## config.mk

```make
export PLATFORM = sky130hd
export DESIGN_NAME = cpu_exec_unit
export DESIGN_NICKNAME = d
export VERILOG_FILES = /design/src/rtl/cpu_exec_unit.sv
export SDC_FILE = /design/constraint.sdc
export NUM_CORES = 1
export LEC_CHECK = 0
export CORE_MARGIN = 2
export CORE_UTILIZATION = 58
export CTS_CLUSTER_DIAMETER = 30
export DETAILED_ROUTE_END_ITERATION = 10
export PLACE_DENSITY = 0.79
export REMOVE_ABC_BUFFERS = 1
export SETUP_SLACK_MARGIN = 0.15
export SLEW_MARGIN = 20
export SYNTH_ARGS = -nofsm -noshare
export SYNTH_HDL_FRONTEND = slang
export SYNTH_SLANG_ARGS = --single-unit
```

## constraint.sdc

```tcl
create_clock -name clk -period 10.2 [get_ports clk]
set_clock_uncertainty 0.2 [all_clocks]
set_input_delay 2.04 -clock clk [delete_from_list [all_inputs] [get_ports clk]]
set_output_delay 2.04 -clock clk [all_outputs]
set_load 0.02 [all_outputs]
```

## src/rtl/cpu_exec_unit.sv

```systemverilog
// 16-bit execution unit: register file, ALU, PC and IR driven by the control word.
// ALU flags are raw combinational outputs; the control unit registers them.
module cpu_exec_unit #(
    parameter int                  DATA_W   = 16,
    parameter int                  RF_ADR_W = 3,
    parameter logic [DATA_W-1:0]   RESET_PC = '0
) (
    input  logic                clk,
    input  logic                reset,
    input  logic [RF_ADR_W-1:0] W_Adr,
    input  logic [RF_ADR_W-1:0] R_Adr,
    input  logic [RF_ADR_W-1:0] S_Adr,
    input  logic                adr_sel,
    input  logic                s_sel,
    input  logic                pc_ld,
    input  logic                pc_inc,
    input  logic                pc_sel,
    input  logic                ir_ld,
    input  logic                rw_en,
    input  logic [3:0]          alu_op,
    input  logic [DATA_W-1:0]   D_in,
    output logic [DATA_W-1:0]   Address,
    output logic [DATA_W-1:0]   D_out,
    output logic [DATA_W-1:0]   IR,
    output logic                N,
    output logic                Z,
    output logic                C
);

    localparam int unsigned     NREG  = 2 ** RF_ADR_W;
    localparam logic [DATA_W:0] ONE_X = (DATA_W + 1)'(1);
    localparam logic [DATA_W-1:0] ONE = DATA_W'(1);

    logic [DATA_W-1:0] rf [NREG];
    logic [DATA_W-1:0] pc;
    logic [DATA_W-1:0] r_val;
    logic [DATA_W-1:0] s_val;
    logic [DATA_W:0]   alu_res;
    logic [DATA_W-1:0] alu_out;
    logic [DATA_W-1:0] wr_data;
    logic [DATA_W-1:0] pc_branch;

    assign r_val = rf[R_Adr];
    assign s_val = rf[S_Adr];

    // Bit DATA_W of alu_res carries C for every op; subtractions yield borrow there.
    always_comb begin
        alu_res = '0;
        case (alu_op)
            4'h0: alu_res = {1'b0, s_val};
            4'h1: alu_res = {1'b0, r_val};
            4'h2: alu_res = {1'b0, s_val} + ONE_X;
            4'h3: alu_res = {1'b0, s_val} - ONE_X;
            4'h4: alu_res = {1'b0, r_val} + {1'b0, s_val};
            4'h5: alu_res = {1'b0, r_val} - {1'b0, s_val};
            4'h6: alu_res = {s_val[0], 1'b0, s_val[DATA_W-1:1]};
            4'h7: alu_res = {s_val, 1'b0};
            4'h8: alu_res = {1'b0, r_val & s_val};
            4'h9: alu_res = {1'b0, r_val | s_val};
            4'hA: alu_res = {1'b0, r_val ^ s_val};
            4'hB: alu_res = {1'b0, ~s_val};
            4'hC: alu_res = {(DATA_W + 1){1'b0}} - {1'b0, s_val};
            default: alu_res = '0;
        endcase
    end

    assign alu_out = alu_res[DATA_W-1:0];
    assign N       = alu_out[DATA_W-1];
    assign Z       = (alu_out == '0);
    assign C       = alu_res[DATA_W];

    assign wr_data   = s_sel ? D_in : alu_out;
    assign pc_branch = pc + {{(DATA_W - 8){IR[7]}}, IR[7:0]};

    assign Address = adr_sel ? r_val : pc;
    assign D_out   = s_val;

    always_ff @(posedge clk or posedge reset) begin
        if (reset) begin
            for (int unsigned i = 0; i < NREG; i++) begin
                rf[i] <= '0;
            end
        end else if (rw_en) begin
            rf[W_Adr] <= wr_data;
        end
    end

    always_ff @(posedge clk or posedge reset) begin
        if (reset) begin
            pc <= RESET_PC;
        end else if (pc_ld) begin
            pc <= pc_sel ? s_val : pc_branch;
        end else if (pc_inc) begin
            pc <= pc + ONE;
        end
    end

    always_ff @(posedge clk or posedge reset) begin
        if (reset) begin
            IR <= '0;
        end else if (ir_ld) begin
            IR <= D_in;
        end
    end

endmodule

```

==> results of run 1 <==
[placed cells by master, fill, tap and decap left out, drive strengths merged, types with 6 or more instances in the layout]
master	instances
a31oi	6
a21oi	41
o211ai	12
mux2i	87
nor3	21
nor2b	16
nand2	176
o22a	6
o221ai	7
a211oi	15
o22ai	26
nand3	22
nand4	12
xnor2	21
o21ai	182
a22oi	12
clkdlybuf4s50	84
xor2	22
ha	80
inv	58
o31ai	11
dfrtp	160
or2	7
mux4	51
nand3b	6
clkbuf	17
mux2	30
buf	60
a21o	8
clkinv	8
nor2	84
o21a	10
[where the power goes]
part | leakage (uW) | internal (uW) | switching (uW)
sequential | 0.00200 | 806 | 167
combinational | 0.00408 | 723 | 950
clock | 0.000304 | 340 | 348
[through the flow]
stage | power [uW] | util, % | cell area [sq um] | cells
2_1_floorplan | 2030 | - | 12100 | 1265
3_3_place_gp | 2550 | 65.3 | 13800 | 1684
3_5_place_dp | 2600 | 65.4 | 13800 | 1684
4_1_cts | 3300 | 68.4 | 14400 | 1716
5_1_grt | 3540 | 68.4 | 14400 | 1716
6_report | 3330 | 68.4 | 14400 | 1716
[final cells by class]
class	instances	area, sq um	share of cell area (%)
clock buffers	17	425	2.95
clock inverters	15	206	1.43
inverters	51	196	1.36
multi-input cells	1054	7950	55.1
flip-flops and latches	160	4000	27.8
well taps	275	344	2.39
repair buffers	144	1300	8.99
[cells by family (layout without fill, tap and decap cells)]
group                    after synthesis  count (layout)  share of synthesized area [%]
AO/OA/AOI/OAI                        378             378                           18.7
XOR/XNOR                              43              43                           3.01
adder cells (fa/ha/maj)               83              83                           8.48
buffers and inverters                134             227                           4.52
flip-flops                           160             160                           32.0
multiplexers                         168             168                           19.3
AND/OR/NAND/NOR                      382             382                           13.9
[tightest hold or removal path, cell delays in order (launching register included)]
cell     delay [ps]
dfrtp_1         360
nand2_1          50
o21ai_0          60
[worst max path at each step]
stage	slack, ps	to	depth (start not counted)
after floorplan	1890	Z	13
after global placement	490	Z	16
after global routing	260	Z	17
final	470	Z	16
after CTS	430	Z	16
after detailed placement	470	Z	16
[routing by layer]
metal	GRT usage, %	routed length, um	vias up
li1	-	-	5131
met1	51.5	16500	5758
met2	59.1	19100	698
met3	8.40	4470	130
met4	15.4	1580	0
met5	0	0	-
[repair_timing]
item	in CTS	in global routing
resized for setup	0	3
hold buffers	0	0
endpoints found under the setup margin	0	1
[sequential cells by signal (all words and copies together), names as in the netlist]
| signal | cells |
|---|---|
| rf | 128 |
| pc | 16 |
| IR | 16 |
==> impl_metrics.csv, run 1 <==
group,metric,value,unit
floorplanning,rows,53,
drt,antenna_left,0,
timing,postLayoutSetupSlackWorst,467,ps
clock_network,clock_path_buffers,2,
logic_synthesis,ys_seq_area_share,32.0,%
drt,routed_wl,41700,um
worst_setup_path,worst-path-buf-inv,3,
clock_network,cts_tree,"yes",
timing,max_freq,0.103,GHz
global_routing,grt_overflow,0,
timing,tns,0,ps
logic_synthesis,synth_commonest_cells,"o21ai_0 (177), nand2_1 (176), dfrtp_1 (160)",
timing,drv_slew,0,
logic_synthesis,async_reset_ff_share,100,%
timing,finalSetupViolCount,0,
worst_setup_path,path_cells,"clkdlybuf4s50_1, mux4_2, mux2i_1, or2_2, ha_1, inv_1, fa_1, a211oi_2, o21bai_1, a2111oi_1, nor2_1, xor2_1, a221o_1, or4b_1, nor3_2, clkdlybuf4s50_1",
worst_setup_path,endpoint_kind,"output pin",
worst_setup_path,rr_startpoint,"rf[0]",
global_routing,grt_pass1_vias,11200,
logic_synthesis,syn_area,0.0125,sq mm
timing,fin_crit,9730,ps
clock_network,cts_buffers,17,
logic_synthesis,synth_top_area_share,32.0,%
place,hpwl,30100,um
drt,viasPerCell,6.83,
worst_hold_path,whs_endpoint,"rf[25]",
logic_synthesis,ys_types,79,
finish,syn2layout_area_growth,15.4,%
global_routing,grt_use_total,37.8,%
job,drv_cap,0,
logic_synthesis,synth_edf_count,0,
timing,grt_setup_unrepaired,"false",
worst_setup_path,crit_start,"R_Adr[2]",
logic_synthesis,synth_area_leader_cell,"dfrtp_1",
worst_setup_path,cpLargestDelayFamily,"compound AO/OA/AOI/OAI gates",
logic_synthesis,synth_ff_type,"dfrtp_1",
global_routing,grt_max_degree,84,
floorplanning,io_pins,89,
logic_synthesis,synth_most_common_cell,"o21ai_0",
worst_setup_path,crit_top_cell,"clkdlybuf4s50_1",
logic_synthesis,yosys_warnings,0,
floorplanning,die_y,151,um
clock_network,ctsRootBufferMaster,"clkbuf_16",
global_routing,antenna_found_initial,0,
worst_setup_path,crit_path_start_kind,"primary input",
clock_network,cts_setup_buffers,0,
drt,wl_per_cell,24.3,um
worst_setup_path,reg2reg_to,"rf[24]",
drt,drt_iter0_drc,1054,
power_and_ir_drop,p_leak,0.00638,uW
drt,first_pass_iters,6,
finish,fin_nets,1549,
place,place.gp.congestion,1.02,
place,place_ws,473,ps
worst_setup_path,worstPathArrival,7490,ps
worst_hold_path,hold_class,"flip-flop to flip-flop",
worst_setup_path,max_stage_delay,660,ps
worst_setup_path,reg2reg_depth,14,
timing,relSlewSlack,21.5,%
finish,antenna_cells,0,
logic_synthesis,avgSynthCellArea,9.28,sq um
logic_synthesis,synth_area_leaders,"dfrtp_1 (32%), mux4_2 (9.2%), ha_1 (8.0%)",
timing,fin_crit_sh,95.4,%
floorplanning,die_w,151,um
worst_setup_path,cp_slowest_cell,"clkdlybuf4s50_1",
place,io_buffers,88,
status,status,"completed",
logic_synthesis,ys_seq_elements,160,
clock_network,h-tree-depth,4,
floorplanning,coreArea,0.0211,sq mm
power_and_ir_drop,vdd_drop_max,0.000120,V
global_routing,grt_pass1_wl,64600,um
power_and_ir_drop,cellPowerDensity,231,mW/mm^2
floorplanning,dieArea,0.0228,sq mm
clock_network,clk_latency,450,ps
finish,drive_gt1_share,14.0,%
worst_setup_path,critPathMaxFanout,5,
worst_setup_path,worstSetupPathType,"primary input to output pin",
worst_hold_path,min_from,"rf[25]",
timing,hold_slack,309,ps
worst_hold_path,min_path_cells,2,
drt,drcViolationCount,0,
floorplanning,initial_utilization,59.3,%
drt,vias,11700,
worst_setup_path,reg2reg_slack,5270,ps
timing,max_slew.worst_pin.slew,1140,ps
logic_synthesis,synthesis.instances,1348,
clock_network,clk_pin_slew,80,ps
timing,finalHoldViolCount,0,
worst_setup_path,cp.required,7960,ps
clock_network,cts_sinks,160,
finish,fillers,1682,
(Power assumes the default switching activity.)
==> inputs of run 2 (changes only) <==
CAP_MARGIN = 10   (was default)
CORE_UTILIZATION = 35   (was 58)
PLACE_DENSITY = default   (was 0.79)
==> impl_metrics.csv, run 2 (synthesized netlist as in run 1, its figures left out) <==
group,metric,value,unit
status,status,"completed",
timing,finalHoldViolCount,0,
job,drv_cap,0,
worst_setup_path,cp_slowest_cell,"clkdlybuf4s50_1",
worst_hold_path,hold_class,"flip-flop to flip-flop",
clock_network,cts_tree,"yes",
place,placedCellCount,1878,
drt,first_pass_iters,5,
finish,fin_util,41.4,%
clock_network,cts_buffers,17,
worst_setup_path,crit_path_start_kind,"primary input",
clock_network,clk_pin_slew,60,ps
worst_setup_path,worstSetupPathType,"primary input to output pin",
worst_setup_path,crit_start,"R_Adr[2]",
drt,met2_length,19400,um
drt,top_layer_used,"met4",
finish,fillers,3525,
drt,drt_iter0_drc,1003,
worst_setup_path,worstPathArrival,7560,ps
floorplanning,rows,69,
power_and_ir_drop,p_leak,0.00638,uW
worst_setup_path,crit_top_cell,"clkdlybuf4s50_1",
drt,routed_wl,44000,um
place,hpwl,31700,um
finish,stdcell_count,1910,
worst_setup_path,max_stage_delay,660,ps
clock_network,clk_latency,450,ps
worst_setup_path,cp.depth,17,
finish,top_regs,"rf x128, IR x16, pc x16",
timing,max_freq,0.102,GHz
worst_setup_path,path_cells,"clkdlybuf4s50_1, mux4_2, mux2i_2, or2_2, ha_1, inv_1, fa_1, a211oi_1, o21bai_1, a2111oi_0, buf_4, nor2_1, xor2_1, a221o_1, or4b_1, nor3_2, clkdlybuf4s50_1",
place,io_buffers,88,
timing,drv_slew,0,
finish,fin_nets,1557,
place,place.gp.congestion,1.01,
timing,tns,0,ps
drt,vias,11300,
floorplanning,coreArea,0.0354,sq mm
worst_setup_path,cpLargestDelayFamily,"buffers and inverters",
timing,relSlewSlack,30.5,%
global_routing,grt_pass1_vias,10900,
finish,largest_reg_flops,128,
drt,wirelength_met1,19700,um
worst_setup_path,rr_startpoint,"rf[32]",
clock_network,clock_path_buffers,2,
place,place_ws,356,ps
floorplanning,initial_utilization,35.3,%
global_routing,grt_max_degree,99,
worst_setup_path,worst-path-buf-inv,4,
drt,wl_per_cell,23.0,um
drt,wl_met3,3550,um
finish,syn2layout_area_growth,17.2,%
finish,antenna_cells,0,
worst_setup_path,reg2reg_depth,15,
power_and_ir_drop,vdd_drop_max,0.000142,V
floorplanning,die_w,193,um
worst_setup_path,cp.required,7960,ps
worst_hold_path,min_path_cells,2,
finish,regMostFlops,"rf",
worst_setup_path,endpoint_kind,"output pin",
finish,final_common_cell,"o21ai_0",
timing,postLayoutSetupSlackWorst,396,ps
finish,final_cell_mix,"o21ai_0 (177), nand2_1 (176), dfrtp_1 (160)",
clock_network,cts_sinks,160,
timing,finalSetupViolCount,0,
worst_hold_path,min_from,"rf[74]",
power_and_ir_drop,cellPowerDensity,227,mW/mm^2
drt,drcViolationCount,0,
clock_network,h-tree-depth,4,
global_routing,grt_use_total,23.9,%
floorplanning,die_y,193,um
timing,grt_setup_unrepaired,"false",
global_routing,grt_pass1_wl,66800,um
timing,fin_crit,9800,ps
floorplanning,io_pins,89,
timing,max_slew.worst_pin.slew,1010,ps
worst_setup_path,critPathMaxFanout,3,
finish,drive_gt1_share,14.2,%
drt,antenna_left,0,
global_routing,antenna_found_initial,0,
drt,viasPerCell,5.94,
clock_network,ctsRootBufferMaster,"clkbuf_16",
timing,fin_crit_sh,96.1,%
global_routing,grt_overflow,0,
floorplanning,dieArea,0.0373,sq mm
==> run 2: final timing paths <==
| kind | endpoint | slack [ps] |
|---|---|---|
| max in group asynchronous | rf[23] | 6410 |
| hold reg to reg | rf[74] | 300 |
| setup / recovery | Z | 400 |
| setup reg to reg | rf[8] | 5260 |
| min in group asynchronous | rf[46] | 1990 |
| hold / removal | rf[74] | 300 |
==> run 2: area by class of cell <==
class                   count  area (sq um)  share of cell area (%)
flip-flops and latches    160          4000                    27.3
well taps                 461           577                    3.94
clock inverters            11           131                   0.897
repair buffers            152          1350                    9.19
multi-input cells        1054          7950                    54.2
inverters                  51           196                    1.34
clock buffers              21           450                    3.07
==> run 2: per-layer routing <==
layer  vias up  global-route usage [%]
met1      5597                    34.1
met3        80                    4.76
met4         0                    7.43
met2       520                    36.4
li1       5139                       -
met5         -                       0
==> run 2: report_power, final <==
part           internal [uW]  leakage [uW]  switching [uW]  total, uW
Clock                    371      0.000280             291        662
Sequential               807       0.00200             164        971
Combinational            728       0.00410             961       1690
Total                   1910       0.00638            1420       3320
==> run 2: worst min-delay path, stage by stage, from the launching register on <==
cell     delay [ps]
dfrtp_1         360
nand2_1          50
o31ai_1          50
==> run 2: repair_timing <==
item,4_1_cts,5_1_grt
hold buffers,0,0
buffers inserted,0,0
gates resized for setup,0,2
setup endpoints to repair,0,1
==> run 2: per-stage QoR <==
stage / power [uW] / hold slack, ps / area, sq um
6_report: 3320 / 300 / 14700
4_1_cts: 3300 / 306 / 14600
2_1_floorplan: 2030 / 259 / 12100
5_1_grt: 3530 / 328 / 14700
3_5_place_dp: 2630 / 288 / 14100
3_3_place_gp: 2590 / 279 / 14100
